**config.mk**
```make
export PLATFORM = sky130hd
export DESIGN_NAME = pipelined_adder_flat
export DESIGN_NICKNAME = d
export VERILOG_FILES = /design/src/rtl/pipelined_adder_pkg.sv /design/src/rtl/pipelined_adder_if.sv /design/src/rtl/pipelined_adder_slice.sv /design/src/rtl/pipelined_adder.sv /design/src/flat_wrapper.sv
export SDC_FILE = /design/constraint.sdc
export NUM_CORES = 1
export LEC_CHECK = 0
export BUFFER_PORTS_ARGS = -buffer_cell sky130_fd_sc_hd__buf_2
export CORE_MARGIN = 4
export CORE_UTILIZATION = 45
export DETAILED_ROUTE_END_ITERATION = 8
export PLACE_DENSITY = 0.67
export SETUP_SLACK_MARGIN = 0.4
export SLEW_MARGIN = 10
export SYNTH_ARGS = -nofsm -noshare
export SYNTH_HDL_FRONTEND = slang
export SYNTH_SLANG_ARGS = --single-unit
```
**constraint.sdc**
```tcl
create_clock -name clk -period 2 [get_ports clk]
set_input_delay 0.2 -clock clk [delete_from_list [all_inputs] [get_ports clk]]
set_output_delay 0.2 -clock clk [all_outputs]
set_load 0.005 [all_outputs]
```
**src/rtl/pipelined_adder_pkg.sv**
```systemverilog
`default_nettype none
// ============================================================================
//  Module   : pipelined_adder_pkg
//  Purpose  : Shared constants and elaboration helpers for pipelined_adder.
//  Revision : 1.0 - initial release
// ============================================================================
package pipelined_adder_pkg;

    // Operation select encoding for op_sub.
    localparam logic OP_ADD = 1'b0;
    localparam logic OP_SUB = 1'b1;

    // Bits handled per pipeline stage; 0 flags an illegal configuration.
    function automatic int chunk_width(input int width, input int stages);
        if (width < 2 || stages < 1 || (width % stages) != 0) begin
            return 0;
        end
        return width / stages;
    endfunction

endpackage
`default_nettype wire

```
**src/rtl/pipelined_adder_if.sv**
```systemverilog
`default_nettype none
// ============================================================================
//  Module   : pipelined_adder_if
//  Purpose  : Operand/result handshake bundle for pipelined_adder.
//  Revision : 1.0 - initial release
// ============================================================================
interface pipelined_adder_if #(
    parameter int WIDTH = 16
) ();
    import pipelined_adder_pkg::*;

    logic             in_valid;
    logic             in_ready;
    logic [WIDTH-1:0] a;
    logic [WIDTH-1:0] b;
    logic             cin;
    logic             op_sub;
    logic             out_valid;
    logic             out_ready;
    logic [WIDTH-1:0] sum;
    logic             cout;
    logic             ovf;

    // Producer/consumer side.
    modport master (
        output in_valid, a, b, cin, op_sub, out_ready,
        input  in_ready, out_valid, sum, cout, ovf
    );

    // Adder side.
    modport slave (
        input  in_valid, a, b, cin, op_sub, out_ready,
        output in_ready, out_valid, sum, cout, ovf
    );
endinterface
`default_nettype wire

```
**src/rtl/pipelined_adder_slice.sv**
```systemverilog
`default_nettype none
// ============================================================================
//  Module   : adder_slice
//  Purpose  : Combinational CHUNK-bit adder with carry into its top bit.
//  Revision : 1.0 - initial release
// ============================================================================
module adder_slice
    import pipelined_adder_pkg::*;
#(
    parameter int CHUNK = 4
) (
    input  logic [CHUNK-1:0] a_i,
    input  logic [CHUNK-1:0] b_i,
    input  logic             cin_i,
    output logic [CHUNK-1:0] sum_o,
    output logic             cout_o,
    output logic             c_msb_o
);
    logic [CHUNK:0] total;

    assign total  = {1'b0, a_i} + {1'b0, b_i} + {{CHUNK{1'b0}}, cin_i};
    assign sum_o  = total[CHUNK-1:0];
    assign cout_o = total[CHUNK];
    // Carry into the top bit is recovered from the top sum bit and its operands.
    assign c_msb_o = total[CHUNK-1] ^ a_i[CHUNK-1] ^ b_i[CHUNK-1];
endmodule
`default_nettype wire

```
**src/rtl/pipelined_adder.sv**
```systemverilog
`default_nettype none
// ============================================================================
//  Module   : pipelined_adder
//  Purpose  : WIDTH-bit add/subtract unit pipelined over STAGES carry chunks
//             with valid/ready handshakes and a global stall.
//  Revision : 1.0 - initial release
// ============================================================================
module pipelined_adder
    import pipelined_adder_pkg::*;
#(
    parameter int WIDTH  = 16,
    parameter int STAGES = 4
) (
    input  logic             clk,
    input  logic             rst_n,
    pipelined_adder_if.slave bus
);
    localparam int CHUNK = chunk_width(WIDTH, STAGES);

    if (CHUNK == 0) begin : g_bad_cfg
        $error("pipelined_adder: WIDTH must be >= 2 and a multiple of STAGES");
    end

    // Per-stage inputs (what stage k sees this cycle) and next-state values.
    logic             st_v    [STAGES];
    logic             st_c    [STAGES];
    logic [WIDTH-1:0] st_a    [STAGES];
    logic [WIDTH-1:0] st_b    [STAGES];
    logic [WIDTH-1:0] st_sum  [STAGES];
    logic [WIDTH-1:0] sum_d   [STAGES];
    logic             carry_d [STAGES];
    logic             cmsb    [STAGES];
    logic             ovf_d;

    // Per-stage pipeline registers.
    logic             valid_q [STAGES];
    logic             carry_q [STAGES];
    logic [WIDTH-1:0] sum_q   [STAGES];
    logic             ovf_q;

    logic             stall;

    // The whole pipe freezes while the consumer refuses a valid result.
    assign stall        = valid_q[STAGES-1] & ~bus.out_ready;
    assign bus.in_ready = ~stall;

    assign bus.out_valid = valid_q[STAGES-1];
    assign bus.sum       = sum_q[STAGES-1];
    assign bus.cout      = carry_q[STAGES-1];
    assign bus.ovf       = ovf_q;

    assign ovf_d = cmsb[STAGES-1] ^ carry_d[STAGES-1];

    // Skew registers: operand bits still waiting for their stage, shifted down
    // so every stage always adds the low CHUNK bits of what it receives.
    if (STAGES > 1) begin : g_skew
        logic [WIDTH-1:0] a_q [STAGES-1];
        logic [WIDTH-1:0] b_q [STAGES-1];

        // Advance unconsumed operand chunks alongside each valid beat.
        always_ff @(posedge clk or negedge rst_n) begin
            if (!rst_n) begin
                for (int k = 0; k < STAGES - 1; k++) begin
                    a_q[k] <= '0;
                    b_q[k] <= '0;
                end
            end else if (!stall) begin
                for (int k = 0; k < STAGES - 1; k++) begin
                    if (st_v[k]) begin
                        a_q[k] <= st_a[k] >> CHUNK;
                        b_q[k] <= st_b[k] >> CHUNK;
                    end
                end
            end
        end
    end

    for (genvar k = 0; k < STAGES; k++) begin : g_stage
        logic [CHUNK-1:0] slice_sum;
        logic [WIDTH-1:0] sum_next;

        if (k == 0) begin : g_first
            // Subtraction is a + ~b + 1; cin only matters for addition.
            assign st_v[k]   = bus.in_valid & ~stall;
            assign st_a[k]   = bus.a;
            assign st_b[k]   = (bus.op_sub == OP_SUB) ? ~bus.b : bus.b;
            assign st_c[k]   = (bus.op_sub == OP_SUB) ? 1'b1 : bus.cin;
            assign st_sum[k] = '0;
        end else begin : g_next
            assign st_v[k]   = valid_q[k-1];
            assign st_a[k]   = g_skew.a_q[k-1];
            assign st_b[k]   = g_skew.b_q[k-1];
            assign st_c[k]   = carry_q[k-1];
            assign st_sum[k] = sum_q[k-1];
        end

        adder_slice #(
            .CHUNK (CHUNK)
        ) u_slice (
            .a_i     (st_a[k][CHUNK-1:0]),
            .b_i     (st_b[k][CHUNK-1:0]),
            .cin_i   (st_c[k]),
            .sum_o   (slice_sum),
            .cout_o  (carry_d[k]),
            .c_msb_o (cmsb[k])
        );

        // Drop this stage's chunk into the partial result carried forward.
        always_comb begin
            sum_next                     = st_sum[k];
            sum_next[k*CHUNK +: CHUNK]   = slice_sum;
        end

        assign sum_d[k] = sum_next;
    end

    // Stage registers: valid bits always shift unless stalled; data only
    // loads on a valid beat so an idle output keeps its last result.
    always_ff @(posedge clk or negedge rst_n) begin
        if (!rst_n) begin
            for (int k = 0; k < STAGES; k++) begin
                valid_q[k] <= 1'b0;
                carry_q[k] <= 1'b0;
                sum_q[k]   <= '0;
            end
            ovf_q <= 1'b0;
        end else if (!stall) begin
            for (int k = 0; k < STAGES; k++) begin
                valid_q[k] <= st_v[k];
                if (st_v[k]) begin
                    carry_q[k] <= carry_d[k];
                    sum_q[k]   <= sum_d[k];
                end
            end
            if (st_v[STAGES-1]) begin
                ovf_q <= ovf_d;
            end
        end
    end
endmodule
`default_nettype wire

```
**src/flat_wrapper.sv**
```systemverilog
// flat-port wrapper written by rule: the top's interface ports become plain ports
module pipelined_adder_flat import pipelined_adder_pkg::*;
#(
    parameter int WIDTH  = 16,
    parameter int STAGES = 4
)
  (clk, rst_n, bus_in_valid, bus_a, bus_b, bus_cin, bus_op_sub, bus_out_ready, bus_in_ready, bus_out_valid, bus_sum, bus_cout, bus_ovf);
  pipelined_adder_if #(.WIDTH(WIDTH)) bus_i ();
  input  logic clk;
  input  logic rst_n;
  input wire logic [$bits(bus_i.in_valid)-1:0] bus_in_valid;
  input wire logic [$bits(bus_i.a)-1:0] bus_a;
  input wire logic [$bits(bus_i.b)-1:0] bus_b;
  input wire logic [$bits(bus_i.cin)-1:0] bus_cin;
  input wire logic [$bits(bus_i.op_sub)-1:0] bus_op_sub;
  input wire logic [$bits(bus_i.out_ready)-1:0] bus_out_ready;
  output wire logic [$bits(bus_i.in_ready)-1:0] bus_in_ready;
  output wire logic [$bits(bus_i.out_valid)-1:0] bus_out_valid;
  output wire logic [$bits(bus_i.sum)-1:0] bus_sum;
  output wire logic [$bits(bus_i.cout)-1:0] bus_cout;
  output wire logic [$bits(bus_i.ovf)-1:0] bus_ovf;
  assign bus_i.in_valid = bus_in_valid;
  assign bus_i.a = bus_a;
  assign bus_i.b = bus_b;
  assign bus_i.cin = bus_cin;
  assign bus_i.op_sub = bus_op_sub;
  assign bus_i.out_ready = bus_out_ready;
  assign bus_in_ready = bus_i.in_ready;
  assign bus_out_valid = bus_i.out_valid;
  assign bus_sum = bus_i.sum;
  assign bus_cout = bus_i.cout;
  assign bus_ovf = bus_i.ovf;
  pipelined_adder #(.WIDTH(WIDTH), .STAGES(STAGES)) u_core (.clk(clk), .rst_n(rst_n), .bus(bus_i));
endmodule
```
==> qor.csv, run 1 <==
stage,metric,value,unit
timing,worst_pin_slew,492.1,ps
clock_network,path_clk_slew,100,ps
floorplanning,rows,35,
layout,drive_gt1_share,43.67,%
clock_network,ctsHtreeMaxLevel,3,
floorplanning,initial_core_util,46.45,%
job,maxCapViolCount,0,
setup_path,rr_endpoint,u_core.bus.ovf$_DFFE_PN0P_,
floorplanning,ios,58,
clock_network,cts_tree,yes,
floorplanning,core_area,9240,um^2
detailed_routing,wl_met2,3.459,mm
layout,layout_common_cells,"dfrtp_1, mux2_2, buf_2",
detailed_routing,wl_met1,3.501,mm
setup_path,crit_path_end_kind,flip-flop,
detailed_routing,wl_met3,331,um
yosys,synth_nets,385,
detailed_routing,wirelength,7.411,mm
detailed_routing,first_pass_iters,4,
timing,layout_min_cycle_time,1925,ps
setup_path,crit_end,u_core.bus.ovf$_DFFE_PN0P_,
grt,antenna_found_initial,0,
yosys,yosysTopAreaCell,dfrtp_1,
timing,clock.fmax,0.5195,GHz
placed_design,place.gp.congestion,0.7369,
timing,worst_slack,75.10,ps
clock_network,cts_root_buf,clkbuf_8,
grt,grt_max_degree,45,
grt,first_global_vias,2743,
detailed_routing,vias_per_cell,4.643,
clock_network,clk_latency,350,ps
timing,finalSetupViolations,0,
setup_path,critical_path_arrival,2170,ps
floorplanning,die_w,105.7,um
detailed_routing,vias,2470,
setup_path,critical_path_peak_fanout,2,
yosys,syn_area,4292,um^2
floorplanning,fp.dieH,105.7,um
yosys,synth_area_per_cell,13.12,um^2
setup_path,worstReg2RegStart,u_core.g_skew.b_q[0]$_DFFE_PN0P_,
timing,final_max_slew_viol_count,0,
yosys,ys_ff_latch,97,
timing,final_hold_viol_count,0,
grt,grt_overflow,0,
outcome,status,"finished, final reports clean",
worst_hold_path,hp-class,primary input to flip-flop,
pwr,power-per-cell-area,1556,nW/um^2
setup_path,crit_type,flip-flop to flip-flop,
pwr,p_leak,0.002410,uW
detailed_routing,wl_per_cell,13.93,um
yosys,ys_seq_area_share,56.56,%
yosys,yosysWarningCount,0,
layout,area_growth_syn_to_layout,18.92,%
setup_path,reg2regPathDepth,8,
grt,grt.total_usage,14.64,%
clock_network,cts_buffer_depth,2,
clock_network,clkSinkCount,97,
clock_network,cts_buffers,9,
detailed_routing,top_layer_used,met4,
setup_path,r2r_slack,80,ps
placed_design,dpl_worst_slack,25.55,ps
placed_design,io_buffers,57,
timing,clock_skew,15.27,ps
timing,fin_setup_tns,0,ps
yosys,ys_top_cells_by_area,"dfrtp_1, mux2_2, fa_1",
timing,rsz0062_at_grt,yes,
setup_path,startpoint_type,flip-flop,
yosys,synth_cell_types,25,
detailed_routing,drcViolationCount,0,
worst_hold_path,hold_path_depth,2,
floorplanning,die-area,11160,um^2
layout,final_common_cell,dfrtp_1,
detailed_routing,drtAntennaViolNets,0,
timing,period_share,96.25,%
timing,relSlewSlack,67.19,%
detailed_routing,dr.first_iter.drc_count,95,
grt,grt_pass1_wl,13.06,mm
yosys,synth_top_area_share,56.56,%
placed_design,dp_hpwl,5.502,mm
pwr,vdd.ir_drop.worst,0.5239,mV
layout,n_antenna_cell,0,
setup_path,startpoint,u_core.g_skew.b_q[0]$_DFFE_PN0P_,
yosys,synthCells,327,
setup_path,critical_path_required,2250,ps
layout,finalNetCount,456,
[worst max-delay path: stages (launching register included)]
cell and delay [ps]:
dfrtp_1 380, inv_2 50, fa_2 400, fa_2 350, nand2b_4 150, a21oi_4 150
xnor2_2 130, xnor2_1 130, o21ai_1 70
[state kept, by name, indices dropped and copies added, names as in the netlist]
register                 flops
u_core.bus.ovf               1
u_core.bus.out_valid         1
u_core.st_v                  3
u_core.g_skew.b_q           24
u_core.g_skew.a_q           24
u_core.bus.sum              16
u_core.bus.cout              1
u_core.carry_q               3
u_core.g_stage.sum_next     24
[through the flow]
step	hold WS (ps)	util, %	instance area, um^2	cells	total power (uW)
2_1_floorplan	-95.59	-	4347	327	5548
3_3_place_gp	194.8	51.74	4781	510	6248
3_5_place_dp	197.8	51.74	4781	510	6417
4_1_cts	52.85	54.90	5072	531	7944
5_1_grt	54.67	55.23	5104	532	8629
6_report	73.84	55.23	5104	532	7940
[how the worst min path moves through the flow]
stage                     startpoint                                end
after global placement         rst_n  u_core.g_skew.b_q[34]$_DFFE_PN0P_
after global routing       bus_a[12]  u_core.g_skew.a_q[40]$_DFFE_PN0P_
final                      bus_a[13]  u_core.g_skew.a_q[41]$_DFFE_PN0P_
after CTS                  bus_a[11]  u_core.g_skew.a_q[39]$_DFFE_PN0P_
after detailed placement       rst_n  u_core.g_skew.b_q[34]$_DFFE_PN0P_
after floorplan                rst_n        u_core.bus.cout$_DFFE_PN0P_
[Yosys cell counts (all sizes together)]
library cell  instances
a221oi                1
nor2                  6
o21ai                26
dfrtp                97
buf                  13
xor2                 12
xnor2                15
a21oi                 7
nand2                34
nor2b                 4
fa                    8
or2                   1
a21o                  4
a22oi                 2
a211oi                1
nand2b                2
inv                  18
ha                   12
mux2                 64
[layout make-up]
cell class	count	area, um^2
fillers	799	4136
repair buffers	73	430.4
clock inverters	6	65.06
inverters	18	70.07
well taps	129	161.4
multi-input cells	199	1812
flip-flops and latches	97	2427
clock buffers	10	137.6
[report_power, final]
part / switching [uW] / total (uW) / leakage (uW) / internal (uW)
Sequential: 486 / 3330 / 0.00117 / 2840
Clock: 674 / 1290 / 0.000103 / 615
Combinational: 1460 / 3320 / 0.00114 / 1860
Total: 2620 / 7940 / 0.00241 / 5320
[routing by layer]
metal	vias to the layer above	track usage, %
met5	-	0
met4	0	5.273
met2	53	22.63
met1	1176	19.98
met3	8	3.858
li1	1233	-
[logic make-up (layout without fill, tap and decap cells)]
group	after synthesis	in the layout	share of synthesized area, %
compound gates	41	41	5.422
xor+xnor	27	27	5.510
fa+ha+maj	20	20	7.230
buf+inv	31	107	3.498
flops	97	97	56.56
mux	64	64	16.79
simple gates	47	47	4.986
[repair_timing]
action,in CTS,in global routing
hold buffers,1,0
cloned,0,0
setup endpoints to repair,30,28
pin swaps,4,4
endpoints found under the hold margin,35,0
buffers inserted,4,1
resized for setup,14,8
Power figures use the tool's default switching activity.
==> run 2: changes to the inputs <==
CORE_UTILIZATION = 50   (was 45)
PLACE_DENSITY = 0.74   (was 0.67)
==> qor.csv, run 2 (same netlist as run 1, synthesis figures left out) <==
stage,metric,value,unit,change
detailed_routing,wl_per_cell,14.31,um,+2.7%
layout,fin_area,5172,um^2,+1.3%
timing,worst_slack,57.75,ps,-17.35 ps
setup_path,startpoint_type,flip-flop,,
timing,relSlewSlack,58.80,%,-8.4 points
layout,nFillCells,648,,-19%
grt,grt_overflow,0,,unchanged
setup_path,critPathTopFamily,adder cells,,
setup_path,startpoint,u_core.g_skew.a_q[0]$_DFFE_PN0P_,,
layout,layout_common_cells,"dfrtp_1, mux2_2, buf_2",,
floorplanning,core_area,8299,um^2,-10%
placed_design,io_buffers,57,,unchanged
timing,clock_skew,6.321,ps,-8.948 ps
layout,final_common_cell,dfrtp_1,,
clock_network,clk_latency,360,ps,about the same
layout,n_antenna_cell,0,,unchanged
setup_path,critical_path_arrival,2190,ps,+20 ps
setup_path,crit_type,flip-flop to flip-flop,,
setup_path,crit_path_end_kind,flip-flop,,
timing,layout_min_cycle_time,1942,ps,+17.35 ps
detailed_routing,drtAntennaViolNets,0,,unchanged
timing,final_max_slew_viol_count,0,,unchanged
grt,first_global_vias,2633,,-4.0%
layout,multi_input_area,1819,um^2,+0.41%
floorplanning,die_w,100.6,um,-4.7%
timing,period_share,97.11,%,+0.87 points
worst_hold_path,hp-class,primary input to flip-flop,,
placed_design,dpl_worst_slack,32.40,ps,+6.848 ps
setup_path,critical_path_peak_fanout,2,,unchanged
floorplanning,rows,33,,-5.7%
setup_path,worstReg2RegStart,u_core.g_skew.a_q[0]$_DFFE_PN0P_,,
layout,area_growth_syn_to_layout,20.52,%,
detailed_routing,vias,2498,,+1.1%
floorplanning,initial_core_util,51.71,%,+5.3 points
layout,final_cells,509,,-4.3%
setup_path,path_common_cell,fa_2,,
setup_path,r2r_slack,60,ps,-20 ps
layout,drive_gt1_share,45.05,%,+1.4 points
clock_network,path_clk_slew,90,ps,about the same
timing,finalSetupViolations,0,,unchanged
pwr,power-per-cell-area,1644,nW/um^2,+5.7%
pwr,p_total,8504,uW,+7.1%
grt,antenna_found_initial,0,,unchanged
detailed_routing,drcViolationCount,0,,unchanged
clock_network,ctsHtreeMaxLevel,3,,unchanged
clock_network,cts_buffer_depth,2,,unchanged
placed_design,place.gp.congestion,0.7598,,+3.1%
setup_path,path_cells,"inv_2, fa_2, fa_2, nand2b_4, a21oi_4, xnor2_2, xnor2_1, o21ai_1",,
placed_design,placed_cell_area,4743,um^2,-0.79%
setup_path,critical_path_required,2250,ps,about the same
grt,grt_max_degree,51,,+13%
setup_path,max_stage_delay,410,ps,about the same
detailed_routing,wirelength,7.285,mm,-1.7%
detailed_routing,vias_per_cell,4.908,,+5.7%
detailed_routing,dr.first_iter.drc_count,53,,-44%
grt,grt_pass1_wl,12.57,mm,-3.8%
outcome,status,"finished, final reports clean",,
pwr,vdd.ir_drop.worst,0.5492,mV,+4.8%
timing,final_hold_viol_count,0,,unchanged
timing,clock.fmax,0.5149,GHz,-0.89%
worst_hold_path,worstHoldStart,bus_a[12],,
detailed_routing,first_pass_iters,4,,unchanged
grt,grt.total_usage,15.85,%,+1.2 points
setup_path,slowest_stage,fa_2,,
pwr,p_leak,0.002453,uW,+1.8%
clock_network,cts_tree,yes,,
clock_network,clkSinkCount,97,,unchanged
floorplanning,die-area,10130,um^2,-9.3%
floorplanning,fp.dieH,100.6,um,-4.7%
placed_design,dp_hpwl,5.272,mm,-4.2%
timing,worst_pin_slew,617.9,ps,+125.8 ps
layout,finalNetCount,457,,+0.22%
setup_path,cp_num_buf_inv,1,,unchanged
floorplanning,ios,58,,unchanged
clock_network,cts_buffers,9,,unchanged
job,maxCapViolCount,0,,unchanged
placed_design,dp.cells,485,,-4.9%
timing,rsz0062_at_grt,yes,,
clock_network,cts_root_buf,clkbuf_8,,
layout,register_area,2427,um^2,unchanged
[run 2: path summary, 6_finish.rpt]
check / depth (start not counted) / endpoint
worst min-delay path: 2 / u_core.g_skew.a_q[40]$_DFFE_PN0P_
worst max-delay path: 8 / u_core.bus.ovf$_DFFE_PN0P_
worst min register to register: 2 / u_core.g_stage[2].sum_next[7]$_DFFE_PN0P_
worst max register to register: 8 / u_core.bus.ovf$_DFFE_PN0P_
min in group asynchronous: 2 / u_core.g_skew.b_q[34]$_DFFE_PN0P_
max in group asynchronous: 3 / u_core.g_skew.a_q[1]$_DFFE_PN0P_
[run 2: area by class of cell]
type,count,area share [%]
tap,105,2.540
timing repair buffer,74,8.394
sequential,97,46.93
clock buffer,9,2.395
multi-input combinational,199,35.17
inverter,18,1.355
clock inverter,7,3.217
[run 2: worst reg2reg max path: stages (launching register included)]
cell      delay, ps
dfrtp_1         370
inv_2            50
fa_2            410
fa_2            360
nand2b_4        150
a21oi_4         160
xnor2_2         140
xnor2_1         130
o21ai_1          70
[run 2: report_power, final]
group / leakage (uW) / switching [uW] / internal [uW]
combinational: 0.00115 / 1510 / 1890
sequential: 0.00117 / 500 / 2840
clock: 0.000140 / 674 / 1080
[run 2: metal layers]
| layer | track usage (%) | vias up | routed length, um |
|---|---|---|---|
| met2 | 23.65 | 50 | 3311 |
| met5 | 0 | - | 0 |
| li1 | - | 1238 | - |
| met4 | 5.907 | 0 | 128 |
| met1 | 22.51 | 1200 | 3492 |
| met3 | 3.945 | 10 | 353 |
[run 2: timing repair]
action                                  4_1_cts  5_1_grt
setup buffers                                 5        2
endpoints found under the hold margin        48        0
endpoints found under the setup margin       33       47
resized for setup                            13       14
hold buffers                                  1        0
pin swaps                                     4        4
[run 2: stage by stage]
step / hold slack, ps / util, % / setup TNS (ps)
6_report: 66.86 / 62.32 / 0
3_5_place_dp: 263.0 / 57.15 / 0
5_1_grt: 50.30 / 62.32 / -22.19
4_1_cts: 49.74 / 61.81 / 0
2_1_floorplan: -95.59 / - / 0
3_3_place_gp: 258.2 / 57.15 / 0
==> run 3: changes to the inputs <==
ABC_AREA = 1   (was unset)
PLACE_DENSITY = 0.73   (was 0.74)
==> qor.csv, run 3 <==
stage,metric,value,unit,change
detailed_routing,dr.first_iter.drc_count,97,,+83%
placed_design,dpl_worst_slack,169.8,ps,+137.4 ps
pwr,swShare,38.50,%,+7.0 points
yosys,synth_edf_count,0,,unchanged
outcome,status,"finished, final reports clean",,
floorplanning,fp.dieH,102.7,um,+2.1%
layout,final_common_cell,nand2_1,,
grt,first_global_vias,2959,,+12%
floorplanning,initial_core_util,51.45,%,-0.26 points
yosys,synth.most_common_cell,nand2_1,,
layout,nFillCells,763,,+18%
setup_path,cp_num_buf_inv,1,,unchanged
setup_path,critPathTopFamily,adder cells,,
job,maxCapViolCount,0,,unchanged
grt,grt_overflow,0,,unchanged
clock_network,cts_root_buf,clkbuf_8,,
timing,layout_min_cycle_time,1754,ps,-188.2 ps
pwr,power-per-cell-area,1405,nW/um^2,-15%
floorplanning,ios,58,,unchanged
timing,rsz0062_at_grt,yes,,
setup_path,path_cells,"inv_2, fa_2, fa_2, nand3b_1, nand3_1, nand3_1, nand2_1, nand2_1",,
timing,period_share,87.70,%,-9.4 points
clock_network,clkSinkCount,97,,unchanged
placed_design,place.gp.congestion,0.8161,,+7.4%
yosys,synth_area_per_cell,9.670,um^2,-26%
timing,worst_pin_slew,491.9,ps,-126.1 ps
floorplanning,core_area,8721,um^2,+5.1%
yosys,yosysTopAreaCell,dfrtp_1,,
setup_path,startpoint_type,flip-flop,,
yosys,synth_top_area_share,54.10,%,-2.5 points
detailed_routing,drcViolationCount,0,,unchanged
yosys,ys_ff_latch,97,,unchanged
pwr,p_total,7256,uW,-15%
detailed_routing,drtAntennaViolNets,0,,unchanged
setup_path,crit_type,flip-flop to flip-flop,,
yosys,ys_top_cells_by_area,"dfrtp_1, nand2_1, o21ai_0",,
clock_network,path_clk_slew,90,ps,about the same
yosys,synth_nets,522,,+36%
timing,fin_setup_tns,0,ps,unchanged
detailed_routing,vias_per_cell,4.809,,-2.0%
setup_path,max_stage_delay,400,ps,about the same
pwr,combPwrFrac,41.3,%,+1.3 points
worst_hold_path,hp-class,primary input to flip-flop,,
timing,worst_slack,246.0,ps,+188.2 ps
grt,antenna_found_initial,0,,unchanged
detailed_routing,first_pass_iters,4,,unchanged
detailed_routing,vias,3097,,+24%
timing,clock.fmax,0.5701,GHz,+11%
clock_network,cts_tree,yes,,
yosys,dominantRegCellSynth,dfrtp_1,,
yosys,ys_seq_area_share,54.10,%,-2.5 points
grt,grt.total_usage,16.50,%,+0.66 points
layout,drive_gt1_share,26.31,%,-19 points
clock_network,cts_buffers,9,,unchanged
setup_path,r2r_slack,250,ps,+190 ps
floorplanning,die-area,10550,um^2,+4.2%
floorplanning,die_w,102.7,um,+2.1%
layout,finalNetCount,589,,+29%
timing,clock_skew,10.30,ps,+3.975 ps
setup_path,critical_path_peak_fanout,3,,+1
pwr,switchingPower,2793,uW,+4.1%
yosys,yosysWarningCount,0,,unchanged
yosys,synthCells,464,,+42%
setup_path,slowest_stage,fa_2,,
pwr,seqPwrFrac,43.0,%,+3.7 points
clock_network,ctsHtreeMaxLevel,3,,unchanged
layout,multi_input_area,1793,um^2,-1.4%
layout,layout_common_cells,"nand2_1, dfrtp_1, buf_2",,
floorplanning,rows,34,,+3.0%
pwr,vdd.ir_drop.worst,0.4996,mV,-9.0%
timing,final_hold_viol_count,0,,unchanged
placed_design,io_buffers,57,,unchanged
pwr,p_leak,0.002636,uW,+7.5%
clock_network,cts_buffer_depth,2,,unchanged
setup_path,crit_path_end_kind,flip-flop,,
detailed_routing,wirelength,7.974,mm,+9.5%
yosys,async_flop_share,100.0,%,unchanged
grt,grt_max_degree,59,,+16%
grt,grt_pass1_wl,13.88,mm,+10%
placed_design,dp_hpwl,5.601,mm,+6.2%
setup_path,critical_path_required,2250,ps,about the same
setup_path,critical_path_arrival,2010,ps,-180 ps
layout,n_antenna_cell,0,,unchanged
pwr,pwr-share-clk,15.6,%,-5.1 points
layout,register_area,2427,um^2,unchanged
clock_network,clk_latency,360,ps,about the same
detailed_routing,wl_per_cell,12.38,um,-13%
yosys,synth_cell_types,29,,+16%
timing,final_max_slew_viol_count,0,,unchanged
yosys,synthTopCellsByCount,"nand2_1, dfrtp_1, inv_1",,
timing,finalSetupViolations,0,,unchanged
yosys,syn_area,4487,um^2,+4.5%
layout,final_util,59.20,%,-3.1 points
timing,relSlewSlack,67.16,%,+8.4 points
layout,area_growth_syn_to_layout,15.06,%,
pwr,intPower,4462,uW,-23%
[run 3: cell count changes after synthesis, sizes merged, moves of 5 or more]
cell / previous run / this run
mux2: 64 / 0
nand2: 34 / 150
xnor2: 15 / 10
nand3: 0 / 11
inv: 18 / 50
nor2: 6 / 11
o21ai: 26 / 65
buf: 13 / 18
[run 3: cell type report]
cell class              count  share of cell area [%]
flip-flops and latches     97                   47.02
multi-input cells         298                   34.73
repair buffers             75                   8.628
inverters                  50                   3.732
well taps                 108                   2.618
clock buffers               9                   2.399
clock inverters             7                  0.8725
[run 3: worst paths after layout]
path	startpoint	end	cells past startpoint
worst max-delay path	u_core.g_skew.a_q[0]$_DFFE_PN0P_	u_core.bus.ovf$_DFFE_PN0P_	8
worst min-delay path	bus_a[8]	u_core.g_skew.a_q[36]$_DFFE_PN0P_	3
worst max register to register	u_core.g_skew.a_q[0]$_DFFE_PN0P_	u_core.bus.ovf$_DFFE_PN0P_	8
worst min register to register	u_core.g_skew.b_q[21]$_DFFE_PN0P_	u_core.g_skew.b_q[21]$_DFFE_PN0P_	2
max in group asynchronous	rst_n	u_core.g_skew.b_q[18]$_DFFE_PN0P_	3
min in group asynchronous	rst_n	u_core.bus.out_valid$_DFFE_PN0N_	2
[run 3: power by group through the flow]
stage	clock, uW	combinational [uW]	sequential [uW]
final	1130	3000	3120
after CTS	1160	2830	3120
after global placement	0	2620	3130
after detailed placement	0	2720	3150
after global routing	1230	3470	3210
after floorplan	0	2130	3090
[run 3: logic make-up (layout without fill, tap and decap cells)]
logic type                 count (synthesis)  after routing  synth area share, %
and+or+nand+nor                          180            180                17.15
xor gates and xnor gates                  20             20                3.904
buffers and inverters                     69            141                7.501
AOI/OAI and AO/OA                         78             78                10.43
adders and majority gates                 20             20                6.916
DFF                                       97             97                54.10
[run 3: what timing repair did]
| item | 4_1_cts | 5_1_grt |
|---|---|---|
| setup buffers | 4 | 6 |
| resized for setup | 8 | 16 |
| pin swaps | 3 | 14 |
| endpoints found under the hold margin | 58 | 0 |
| endpoints found under the setup margin | 6 | 10 |
| hold buffers | 1 | 0 |
[run 3: metrics by stage]
stage	hold slack (ps)	instance area (um^2)	instances
floorplan	-95.59	4519	464
global placement	57.34	4843	617
detailed placement	59.99	4843	617
CTS	36.87	5070	638
global route	49.27	5162	644
finish	43.29	5162	644
[run 3: tightest hold or removal path: stages]
cell and delay, ps:
buf_2 70, nand2_1 40, nand2_1 50
[run 3: metal layers]
metal  vias up  share of wire, %  track usage (%)
li1       1589                 -                -
met1      1436                52            25.27
met2        60                42            23.98
met3        12               4.7            2.909
met4         0               1.5            5.378
met5         -                 0                0
